$ cat config.mk
export PLATFORM = sky130hd
export DESIGN_NAME = if_fetch_ctrl
export DESIGN_NICKNAME = d
export VERILOG_FILES = /design/src/rtl/if_fetch_ctrl_pkg.sv /design/src/rtl/if_fetch_ctrl_fetch_q2.sv /design/src/rtl/if_fetch_ctrl.sv
export SDC_FILE = /design/constraint.sdc
export NUM_CORES = 1
export LEC_CHECK = 0
export ABC_AREA = 1
export CAP_MARGIN = 20
export CORE_ASPECT_RATIO = 1.1
export CORE_MARGIN = 4
export CORE_UTILIZATION = 50
export DETAILED_ROUTE_END_ITERATION = 7
export GPL_ROUTABILITY_DRIVEN = 0
export PLACE_DENSITY = 0.72
export REMOVE_ABC_BUFFERS = 1
export SYNTH_ARGS = -nofsm -noshare
export SYNTH_HDL_FRONTEND = slang
export SYNTH_HIERARCHICAL = 1
export SYNTH_SLANG_ARGS = --single-unit
$ cat constraint.sdc
create_clock -name clk -period 3.1 [get_ports clk]
set_clock_uncertainty 0.2 [all_clocks]
set_input_delay 0.465 -clock clk [delete_from_list [all_inputs] [get_ports clk]]
set_output_delay 0.465 -clock clk [all_outputs]
set_load 0.02 [all_outputs]
$ cat src/rtl/if_fetch_ctrl_pkg.sv
// Shared fetch constants and the queue entry type.
package if_fetch_ctrl_pkg;

    localparam logic [31:0] DEF_RESET_PC = 32'h0000_3000;
    localparam int          DEF_IM_WORDS = 1024;
    localparam int          INSTR_W      = 32;
    localparam logic [31:0] NOP          = 32'h0000_0000;

    typedef struct packed {
        logic [31:0]        pc;
        logic [INSTR_W-1:0] instr;
    } fetch_ent_t;

endpackage

$ cat src/rtl/if_fetch_ctrl_fetch_q2.sv
// Two-entry {pc,instr} FIFO; head and last-popped entry are register outputs.
// Latency: a push is visible at dout the next cycle. Backpressure: push is ignored when full without a pop.
// Flush empties the queue but keeps the last-popped entry shown on dout.
module fetch_q2
    import if_fetch_ctrl_pkg::*;
(
    input  logic       clk,
    input  logic       reset_n,
    input  logic       push,
    input  logic       pop,
    input  logic       flush,
    input  fetch_ent_t din,
    output fetch_ent_t dout,
    output logic [1:0] count
);

    fetch_ent_t mem0_q, mem0_d;
    fetch_ent_t mem1_q, mem1_d;
    fetch_ent_t last_q, last_d;
    logic [1:0] count_q, count_d;
    logic       pop_ok, push_ok;

    always_comb begin
        mem0_d  = mem0_q;
        mem1_d  = mem1_q;
        last_d  = last_q;
        count_d = count_q;
        pop_ok  = pop & (count_q != 2'd0);
        push_ok = push & ((count_q != 2'd2) | pop_ok);
        if (flush) begin
            count_d = 2'd0;
        end else begin
            if (pop_ok) begin
                last_d = mem0_q;
                mem0_d = mem1_q;
            end
            // After a pop, the slot that receives the push shifts down by one.
            if (push_ok) begin
                if ((count_q == 2'd0) || (count_q == 2'd1 && pop_ok)) begin
                    mem0_d = din;
                end else begin
                    mem1_d = din;
                end
            end
            count_d = count_q + {1'b0, push_ok} - {1'b0, pop_ok};
        end
    end

    always_ff @(posedge clk or negedge reset_n) begin
        if (!reset_n) begin
            mem0_q  <= '0;
            mem1_q  <= '0;
            last_q  <= '0;
            count_q <= 2'd0;
        end else begin
            mem0_q  <= mem0_d;
            mem1_q  <= mem1_d;
            last_q  <= last_d;
            count_q <= count_d;
        end
    end

    assign dout  = (count_q != 2'd0) ? mem0_q : last_q;
    assign count = count_q;

endmodule

$ cat src/rtl/if_fetch_ctrl.sv
// Fetch sequencer: owns the PC, reads the combinational ROM and queues words to decode.
// Latency: a word fetched at edge N is at the head from edge N+1. Backpressure: 2-entry queue, ROM never re-read.
// Redirect flushes the queue and reloads the PC; an illegal PC suspends fetch until redirect/reset.
module if_fetch_ctrl
    import if_fetch_ctrl_pkg::*;
#(
    parameter logic [31:0] RESET_PC = DEF_RESET_PC,
    parameter int          IM_WORDS = DEF_IM_WORDS
) (
    input  logic               clk,
    input  logic               reset_n,
    output logic [31:0]        im_pc,
    input  logic [INSTR_W-1:0] im_code,
    input  logic               redirect_valid,
    input  logic [31:0]        redirect_pc,
    input  logic               halt,
    output logic               out_valid,
    input  logic               out_ready,
    output logic [INSTR_W-1:0] out_instr,
    output logic [31:0]        out_pc,
    output logic               addr_err,
    output logic [31:0]        fetch_cnt
);

    localparam logic [31:0] PC_END = RESET_PC + 32'(4 * IM_WORDS);

    logic [31:0] pc_q, pc_d;
    logic [31:0] fetch_cnt_q, fetch_cnt_d;
    logic [1:0]  q_count;
    logic        deq, fetch;
    fetch_ent_t  q_din, q_dout;

    assign addr_err  = (pc_q < RESET_PC) | (pc_q >= PC_END);
    assign out_valid = (q_count != 2'd0);
    assign deq       = out_valid & out_ready & ~redirect_valid;
    assign fetch     = ~redirect_valid & ~halt & ~addr_err & ((q_count != 2'd2) | deq);
    assign q_din     = '{pc: pc_q, instr: im_code};

    always_comb begin
        pc_d        = pc_q;
        fetch_cnt_d = fetch_cnt_q;
        if (redirect_valid) begin
            pc_d = redirect_pc & ~32'd3;
        end else if (fetch) begin
            // Wraps mod 2^32; the wrapped PC is out of range and raises addr_err.
            pc_d        = pc_q + 32'd4;
            fetch_cnt_d = fetch_cnt_q + 32'd1;
        end
    end

    always_ff @(posedge clk or negedge reset_n) begin
        if (!reset_n) begin
            pc_q        <= RESET_PC;
            fetch_cnt_q <= 32'd0;
        end else begin
            pc_q        <= pc_d;
            fetch_cnt_q <= fetch_cnt_d;
        end
    end

    fetch_q2 u_fetch_q2 (
        .clk     (clk),
        .reset_n (reset_n),
        .push    (fetch),
        .pop     (deq),
        .flush   (redirect_valid),
        .din     (q_din),
        .dout    (q_dout),
        .count   (q_count)
    );

    assign im_pc     = pc_q;
    assign out_instr = q_dout.instr;
    assign out_pc    = q_dout.pc;
    assign fetch_cnt = fetch_cnt_q;

endmodule
## After elaboration in Yosys (flattened, before gate mapping)

Index checks and enable logic that the tools add are counted.

- Register bits: 258

- Order comparisons: 2
- Mux-type cells: 7
- Add/sub/neg operators: 4
- Reductions and logical operators: 8
- Bitwise operators: 14
- Eq/ne operators: 2

Operators with widths:

| cell | number |
|---|---|
| 64-bit 2-to-1 mux | 4 |
| 32-bit 2-to-1 mux | 2 |
| 32-bit by 1-bit adder with 32-bit output, second input constant | 1 |
| 32-bit by 3-bit adder with 32-bit output, second input constant | 1 |
| 32-bit by 15-bit >= comparator with 1-bit output, second input constant | 1 |
| 32-bit by 14-bit < comparator with 1-bit output, second input constant | 1 |
| 1-bit bitwise AND | 7 |
| 1-bit NOT | 4 |
| 2-bit AND reduction | 2 |
| 2-bit nonzero test | 2 |
| 1-bit OR | 3 |
| 3-bit AND reduction | 1 |
| 2-bit by 1-bit adder with 2-bit output | 1 |
| 2-bit by 1-bit equality test with 1-bit output, second input constant | 1 |
| 2-bit zero test | 1 |
| 2-bit 2-to-1 mux | 1 |
| 2-bit != test, second input constant | 1 |
| 2-bit by 1-bit subtractor with 2-bit output | 1 |
| 1-bit logical AND | 1 |
| 1-bit logical OR | 1 |

## Depth between registers and ports, before layout

Gate-level depths: netlist of run 1.

- Depth in word-level cells: 9
- Mapped depth: 13
- Gate-level depth less buffers: 12

## By module

The synthesis of run 1 kept the hierarchy.

By module, submodules not included:

| module | sequential area each (um2) | cells an instance | area an instance (um2) | instances |
|---|---|---|---|---|
| fetch_q2 | 4854.7 | 1345 | 9939.5 | 1 |
| if_fetch_ctrl | 1554.0 | 593 | 3981.3 | 1 |

## Worst setup path after synthesis of run 1

Ideal clock, no wire load.

- Path kind: register -> register
- Start: reg pc_q[12], in the netlist im_pc[12]
- End: reg u_fetch_q2.count_q[1], in the netlist u_fetch_q2/count[1]
- Period minus slack after synthesis: 2.455 ns
- Stages on the path, launching flop included: 14
- Arrival: 2.137 ns
- Slack: 0.645 ns
- Required time: 2.782 ns
- Setup time: 0.118 ns
- Cells stage by stage: dfstp_2 > nand2_2 > inv_2 > nand2_2 > nor2_4 > nand3_4 > nor2_8 > buf_6 > o21ai_2 > ha_1 > inv_1 > ha_1 > xor2_1 > nor2_1

- Longest elaborated chain between the ends: 9

Ends and longest elaborated chain:

| element | RTL line | RTL |
|---|---|---|
| start, declared | if_fetch_ctrl.sv:27 | `logic [31:0] pc_q, pc_d;` |
| start signal, assigned | if_fetch_ctrl.sv:56 | `pc_q <= pc_d;` |
| 32-bit by 14-bit < comparator with 1-bit output or 32-bit by 15-bit >= comparator with 1-bit output (tied branches) | if_fetch_ctrl.sv:33 | `assign addr_err = (pc_q < RESET_PC) \| (pc_q >= PC_END);` |
| 1-bit OR (*) | if_fetch_ctrl.sv:33 |  |
| via addr_err | if_fetch_ctrl.sv:21 | `output logic addr_err,` |
| 1-bit NOT (*) | if_fetch_ctrl.sv:36 | `assign fetch = ~redirect_valid & ~halt & ~addr_err & ((q_count != 2'd2) \| deq);` |
| 1-bit bitwise AND (*) (2 in a row) | if_fetch_ctrl.sv:36 |  |
| via fetch | if_fetch_ctrl.sv:30 | `logic deq, fetch;` |
| 1-bit bitwise AND (*) | if_fetch_ctrl_fetch_q2.sv:29 | `push_ok = push & ((count_q != 2'd2) \| pop_ok);` |
| 2-bit by 1-bit adder with 2-bit output (*) | if_fetch_ctrl_fetch_q2.sv:45 | `count_d = count_q + {1'b0, push_ok} - {1'b0, pop_ok};` |
| 2-bit by 1-bit subtractor with 2-bit output (*) | if_fetch_ctrl_fetch_q2.sv:45 |  |
| 2-bit 2-to-1 mux (*) | if_fetch_ctrl_fetch_q2.sv:30 | `if (flush) begin` |
| via u_fetch_q2.count_d[1] | if_fetch_ctrl_fetch_q2.sv:20 | `logic [1:0] count_q, count_d;` |
| end signal, assigned | if_fetch_ctrl_fetch_q2.sv:59 | `count_q <= count_d;` |
| end, declared | if_fetch_ctrl_fetch_q2.sv:20 |  |

The timed path passes the listed nets; every way through them passes the cells marked *.
A chain may end at the register's enable or synchronous reset.

## Worst setup path in the final report of run 1

- Start: reg u_fetch_q2.count_q[1], in the netlist u_fetch_q2/count[1]
- End: out out_pc[16]

- Longest elaborated chain between the ends: 2

Ends and longest elaborated chain:

| element | RTL line | RTL |
|---|---|---|
| 2-bit nonzero test | if_fetch_ctrl_fetch_q2.sv:63 | `assign dout = (count_q != 2'd0) ? mem0_q : last_q;` |
| 64-bit 2-to-1 mux | if_fetch_ctrl_fetch_q2.sv:63 |  |
| end, declared | if_fetch_ctrl.sv:20 | `output logic [31:0] out_pc,` |

Every way passes these cells.

==> qor.txt, run 1 <==
WP data required: 2430 ps
Worst-Skew Late Latency: 530 ps
RR Endpoint: u_fetch_q2/mem1_q[5]
Leak: 0.00888 uW
Adder-cell share of the synthesized area: 0.539%
Pre-CTS setup slack: 340 ps
Most common cell after layout, fill and taps aside: nand2_1
Netlist Area Pre-Place: 0.0139 mm2
Die X: 167 um
Final period util: 97.9%
Peak VDD IR: 0.347 mV
First-pass GRT wire length: 64.9 mm
Fmax: 330 MHz
DRC violations left: 0
Core area: 0.0272 mm2
Mux contribution to synthesized area: 0%
Number of synthesized register bits: 256
Endpoints failing setup: 0
Vias: 13.0k
RSZ-0062 raised after global routing: yes
PD cells: 448 mW/mm2
Worst Path Max Fanout: 37
CP endpoint kind: output pin
FF-to-FF path depth: 11
Final Hold Viols: 0
HP Class: in -> reg
Initial drt markers: 981
Yosys cell types: 36
Min-Delay Startpoint: redirect_valid
Main combinational cell family by area after synthesis: simple AND/OR/NAND/NOR gates
Max Cap Violations: 0
I/O Buffers: 194
Final hold slack: 155 ps
Layout area overhead: 23.2%
Layout cells sized above 1: 5.71%
Root Buffer: clkbuf_16
Max-slew violations: 0
Post-layout net count: 2159
Worst setup margin: 65.2 ps
Vias/cell: 5.30
Arr. time, crit path: 2370 ps
RR Startpoint: im_pc[19]
Worst-case hold path end point: im_pc[22]
Area fraction in compound gates after synthesis: 5.16%
Die area: 0.0306 mm2
CTS clk-pin slew, worst paths: 60 ps
Clock sink count: 256
Relative slew slack: 47.7%
Total Routing Usage GR: 25.3%
Min cycle time layout: 3030 ps
# rows: 63
IO Pins: 199
Wire per inst: 16.1 um
Share of total power in combinational logic: 9.9%
Post-Synth XOR/XNOR Area: 1.01%
Final WL: 39.6 mm
Clock network power share: 43.7%
Final ANT Viol Nets: 0
Post-DP Area: 0.0161 mm2
Design area: 0.0172 mm2
Initial Utilization: 51.2%
Switching power total: 1860 uW
Switching share of total power: 24.2%
Status: complete, no violations
Vias in the first global route: 12.5k
Worst-margin pin slew: 784 ps
DR pass1 iterations: 6
CTS tree: done
Initial antenna violation count: 2
CTS max path bufs: 3
Chip height: 183 um
Most frequent cells in the layout: nand2_1 (624), nand3_1 (404), dfrtp_1 (253), inv_1 (244), clkdlybuf4s50_1 (169)
Total grt overflow: 0
Internal power: 5820 uW
Hold Crit Depth: 3
H-tree levels: 1
Synth Area in Simple Gates: 35.8%
Synth Warn #: 6
Cts bufs inserted: 28
Largest net degree at the start of global routing: 89
Gate Count Post-Synth: 1938
WS Path Type: reg -> out
Register area share after synthesis: 46.0%
Mapped Avg Cell Area: 7.18 um2
Dpl hpwl: 25.2 mm
Sequential share of power: 46.4%
R2r setup slk: 550 ps
Critical path launch point type: register
what timing repair did:
item                                    CTS  global route
cloned                                    0             1
hold buffers                              1             0
hold endpoints to repair                 83             0
endpoints found under the setup margin    1            37
pin swaps                                 0             1
setup buffers                             0             1
gates resized for setup                   1            25
power groups by stage:
| stage | clock network (uW) | logic [uW] | registers [uW] |
|---|---|---|---|
| 2_1_floorplan | 0 | 294 | 3640 |
| 3_3_place_gp | 0 | 757 | 3620 |
| 3_5_place_dp | 0 | 770 | 3620 |
| 4_1_cts | 3420 | 774 | 3560 |
| 5_1_grt | 3560 | 843 | 3580 |
| 6_report | 3360 | 763 | 3560 |
Yosys cell counts:
library cell  number  share of area [%]
nand2_1          625                 17
nand3_1          404                 15
dfrtp_1          254                 46
inv_1            246                6.6
o21ai_0          127                4.6
nor2_1            77                2.1
buf_2             70                2.5
clkbuf_1          24               0.65
buf_6             11               0.89
o21ai_1           10               0.36
xor2_1            10               0.63
buf_1              8               0.22
nand2_2            7               0.31
nor2_2             7               0.31
buf_4              6               0.32
ha_1               6               0.54
nand4_1            6               0.27
xnor2_1            6               0.38
inv_2              4               0.11
nand3b_1           4               0.22
nor2_4             4               0.32
a21oi_1            3               0.11
nor3_1             3               0.11
clkbuf_2           2              0.072
dfstp_2            2               0.38
nand3_2            2               0.14
a21oi_2            1              0.063
conb_1             1              0.027
inv_4              1              0.045
nand2_4            1              0.081
nand3_4            1               0.13
nand4_2            1              0.090
nand4_4            1               0.15
nor2_8             1               0.14
o21ai_2            1              0.063
or2_2              1              0.045
per-stage QoR:
| step | TNS, ps | cells | util [%] | total power, uW |
|---|---|---|---|---|
| 6_report | 0 | 2461 | 63.1 | 7680 |
| 5_1_grt | -20.7 | 2460 | 63.1 | 7980 |
| 4_1_cts | 0 | 2458 | 62.7 | 7750 |
| 3_5_place_dp | 0 | 2408 | 59.3 | 4390 |
| 3_3_place_gp | 0 | 2408 | 59.3 | 4370 |
| 2_1_floorplan | -690140 | 1822 | - | 3940 |
final cells by class:
cell class	instances	area [um2]
Tap cell	357	447
Timing Repair Buffer	232	2450
Fill cell	2397	10000
Inverter	251	945
Clock buffer	44	852
Antenna cell	1	2.50
Clock inverter	5	78.8
Multi-Input combinational cell	1315	5970
Sequential cell	256	6410
registers in the layout (all words and copies together), names as in the netlist:
name	flops
u_fetch_q2/mem1_q	64
fetch_cnt	32
im_pc	30
u_fetch_q2/count	2
u_fetch_q2/last_q	64
u_fetch_q2/mem0_q	64
layer usage:
metal / part of all wire (%) / global-route usage [%] / vias to the layer above
met5: 0.035 / 0 / -
met4: 1.8 / 5.86 / 2
met3: 7.6 / 4.51 / 53
met2: 49 / 44.1 / 456
met1: 42 / 33.3 / 6149
li1: - / - / 6373
worst max-delay path, cell delays in order (launching register included):
cell and delay, ps:
dfrtp_2 470, nor2_4 250, buf_12 240, nand2_1 70, o21ai_1 150, clkdlybuf4s50_1 650
logic make-up after synthesis:
kind of cell,count (synthesis)
compound gates,142
xor+xnor,16
fa+ha+maj,6
buf+inv,372
flops,256
other cells,1
simple gates,1145
how the worst max path moves through the flow:
stage / from / endpoint / slack (ps) / cells after the start
final: u_fetch_q2/count[1] / out_pc[16] / 70 / 5
after global routing: u_fetch_q2/count[1] / out_pc[16] / -20 / 5
after CTS: u_fetch_q2/count[1] / out_pc[20] / 2 / 5
after detailed placement: out_ready / u_fetch_q2/mem0_q[44] / 340 / 12
after global placement: out_ready / u_fetch_q2/mem0_q[44] / 390 / 12
after floorplan: redirect_valid / u_fetch_q2/last_q[10] / -3640 / 7
(Power assumes the default switching activity.)
==> inputs of run 2 (changes only) <==
==> constraint.sdc (replaced) <==
create_clock -name clk -period 3.85 [get_ports clk]
set_clock_uncertainty 0.2 [all_clocks]
set_input_delay 0.5775 -clock clk [delete_from_list [all_inputs] [get_ports clk]]
set_output_delay 0.5775 -clock clk [all_outputs]
set_load 0.02 [all_outputs]
==> qor.txt, run 2 (synthesis results as in run 1) <==
Status: complete, no violations (unchanged)
Initial antenna violation count: 2 (unchanged)
CP endpoint kind: output pin (unchanged)
DRC violations left: 0 (unchanged)
Most common cell after layout, fill and taps aside: nand2_1 (unchanged)
FF-to-FF path depth: 11 (unchanged)
Die area: 0.0306 mm2 (unchanged)
Die X: 167 um (unchanged)
CTS max path bufs: 3 (unchanged)
IO Pins: 199 (unchanged)
Clock sink count: 256 (unchanged)
Post-layout net count: 2149 (was 2159)
Worst-margin pin slew: 850 ps (was 784 ps)
Final period util: 86.1%
Final hold slack: 268 ps (was 155 ps)
Worst path slowest cell: clkdlybuf4s50_1 (unchanged)
Peak VDD IR: 0.284 mV (was 0.347 mV)
Layout cells sized above 1: 5.34% (was 5.71%)
# rows: 63 (unchanged)
CTS tree: done (unchanged)
Crit path capture: out_pc[0] (was out_pc[16])
Crit path launch: u_fetch_q2/count[1] (unchanged)
Most frequent cells in the layout: nand2_1 (624), nand3_1 (404), dfrtp_1 (254), inv_1 (244), clkdlybuf4s50_1 (192) (was nand2_1 (624), nand3_1 (404), dfrtp_1 (253), inv_1 (244), clkdlybuf4s50_1 (169))
Final Hold Viols: 0 (unchanged)
Levels on crit path: 5 (unchanged)
# diodes: 0 (was 1)
CTS clk-pin slew, worst paths: 60 ps (about the same)
RSZ-0062 raised after global routing: no (was yes)
Total grt overflow: 0 (unchanged)
Crit path buffers/inverters: 2 (unchanged)
PD cells: 360 mW/mm2 (was 448 mW/mm2)
Fmax: 302 MHz
Worst-Skew Late Latency: 530 ps (about the same)
Core area: 0.0272 mm2 (unchanged)
WS Path Type: reg -> out (unchanged)
CP delay by family, top: buffers and inverters (unchanged)
Cts bufs inserted: 28 (unchanged)
Arr. time, crit path: 2540 ps (was 2370 ps)
Min cycle time layout: 3310 ps
Worst Path Max Fanout: 38 (was 37)
Dpl hpwl: 25.0 mm (was 25.2 mm)
First-pass GRT wire length: 63.5 mm (was 64.9 mm)
Largest net degree at the start of global routing: 101 (was 89)
Chip height: 183 um (unchanged)
Max-slew violations: 0 (unchanged)
Vias/cell: 5.32 (was 5.30)
CP Cell Sequence: nor2_4, buf_4, nand2_1, o21ai_0, clkdlybuf4s50_1 (was nor2_4, buf_12, nand2_1, o21ai_1, clkdlybuf4s50_1)
Leak: 0.00844 uW (was 0.00888 uW)
Endpoints failing setup: 0 (unchanged)
Initial Utilization: 51.2% (unchanged)
Filler Cell Count: 2456 (was 2397)
Vias: 13.0k (about the same)
Leading registers by flop count: u_fetch_q2/last_q: 64 flops, u_fetch_q2/mem0_q: 64 flops, u_fetch_q2/mem1_q: 64 flops (unchanged)
I/O Buffers: 194 (unchanged)
Layout area overhead: 21.5% (was 23.2%)
H-tree levels: 1 (unchanged)
Root Buffer: clkbuf_16 (unchanged)
Wire per inst: 16.0 um (was 16.1 um)
HP Class: reg -> reg (was in -> reg)
Total Routing Usage GR: 24.9% (was 25.3%)
R2r setup slk: 680 ps (was 550 ps)
DR pass1 iterations: 8 (was 6)
RR Endpoint: u_fetch_q2/mem0_q[13] (was u_fetch_q2/mem1_q[5])
Max Cap Violations: 0 (unchanged)
RR Startpoint: im_pc[13] (was im_pc[19])
Relative slew slack: 43.4% (was 47.7%)
Vias in the first global route: 12.5k (about the same)
Pwr Total: 6090 uW (was 7680 uW)
Initial drt markers: 1052 (was 981)
Final ANT Viol Nets: 0 (unchanged)
WP data required: 3070 ps (was 2430 ps)
# Post-CTS Setup Buffers: 0 (unchanged)
Max stage delay on crit path: 690 ps (was 650 ps)
Final WL: 39.1 mm (was 39.6 mm)
CTS resizes: 0 (was 1)
Critical path launch point type: register (unchanged)
-- run 2: where the power goes --
group | leakage, uW | switching [uW] | internal [uW]
Clock | 0.000455 | 1060 | 1550
Sequential | 0.00317 | 88.1 | 2790
Combinational | 0.00481 | 347 | 258
Total | 0.00844 | 1490 | 4590
-- run 2: per-layer routing --
| layer | vias up | share of wire [%] | GRT usage, % |
|---|---|---|---|
| met5 | - | 0.087 | 0 |
| met4 | 4 | 2.9 | 8.67 |
| met3 | 73 | 7.6 | 4.63 |
| met2 | 499 | 48 | 42.2 |
| met1 | 6110 | 41 | 32.2 |
| li1 | 6357 | - | - |
-- run 2: worst min path at each step --
stage / start / to / slack, ps / cells past startpoint
final: u_fetch_q2/mem1_q[18] / u_fetch_q2/mem1_q[18] / 270 / 2
after global routing: u_fetch_q2/mem1_q[59] / u_fetch_q2/mem1_q[59] / 290 / 2
after CTS: u_fetch_q2/mem1_q[18] / u_fetch_q2/mem1_q[18] / 270 / 2
after detailed placement: u_fetch_q2/mem1_q[59] / u_fetch_q2/mem1_q[59] / 260 / 2
after global placement: u_fetch_q2/mem1_q[60] / u_fetch_q2/mem1_q[60] / 250 / 2
after floorplan: reset_n / fetch_cnt[0] / 80 / 0
-- run 2: final cells by class --
class / count / area [um2] / area share (%)
multi-input combinational: 1315 / 5970 / 35.3
tap: 357 / 447 / 2.64
clock buffer: 46 / 880 / 5.20
sequential: 256 / 6410 / 37.9
clock inverter: 6 / 30.0 / 0.178
inverter: 251 / 945 / 5.59
timing repair buffer: 222 / 2230 / 13.2
-- run 2: what timing repair did --
action / 4_1_cts / 5_1_grt
hold buffers: 1 / 0
endpoints found under the hold margin: 96 / 0
setup endpoints to repair: 0 / 0
-- run 2: per-stage QoR --
step	utilization, %	instances	setup TNS [ps]	setup slack (ps)	cell area [um2]
floorplan	-	1822	-525660	-3010	13300
global placement	58.8	2400	0	480	16000
detailed placement	58.8	2400	0	415	16000
CTS	62.2	2453	0	505	16900
global route	62.2	2453	0	418	16900
finish	62.2	2453	0	536	16900
-- run 2: worst reg2reg max path: stages, from the launching register on --
cell     delay (ps)
dfstp_2         640
nand2_2         100
inv_2            80
nand2_2          60
nor2_4          130
nand3_4         110
nor2_8          420
nand3_2         670
buf_4           470
nand3_1         100
nand2_1          80
inv_1            50
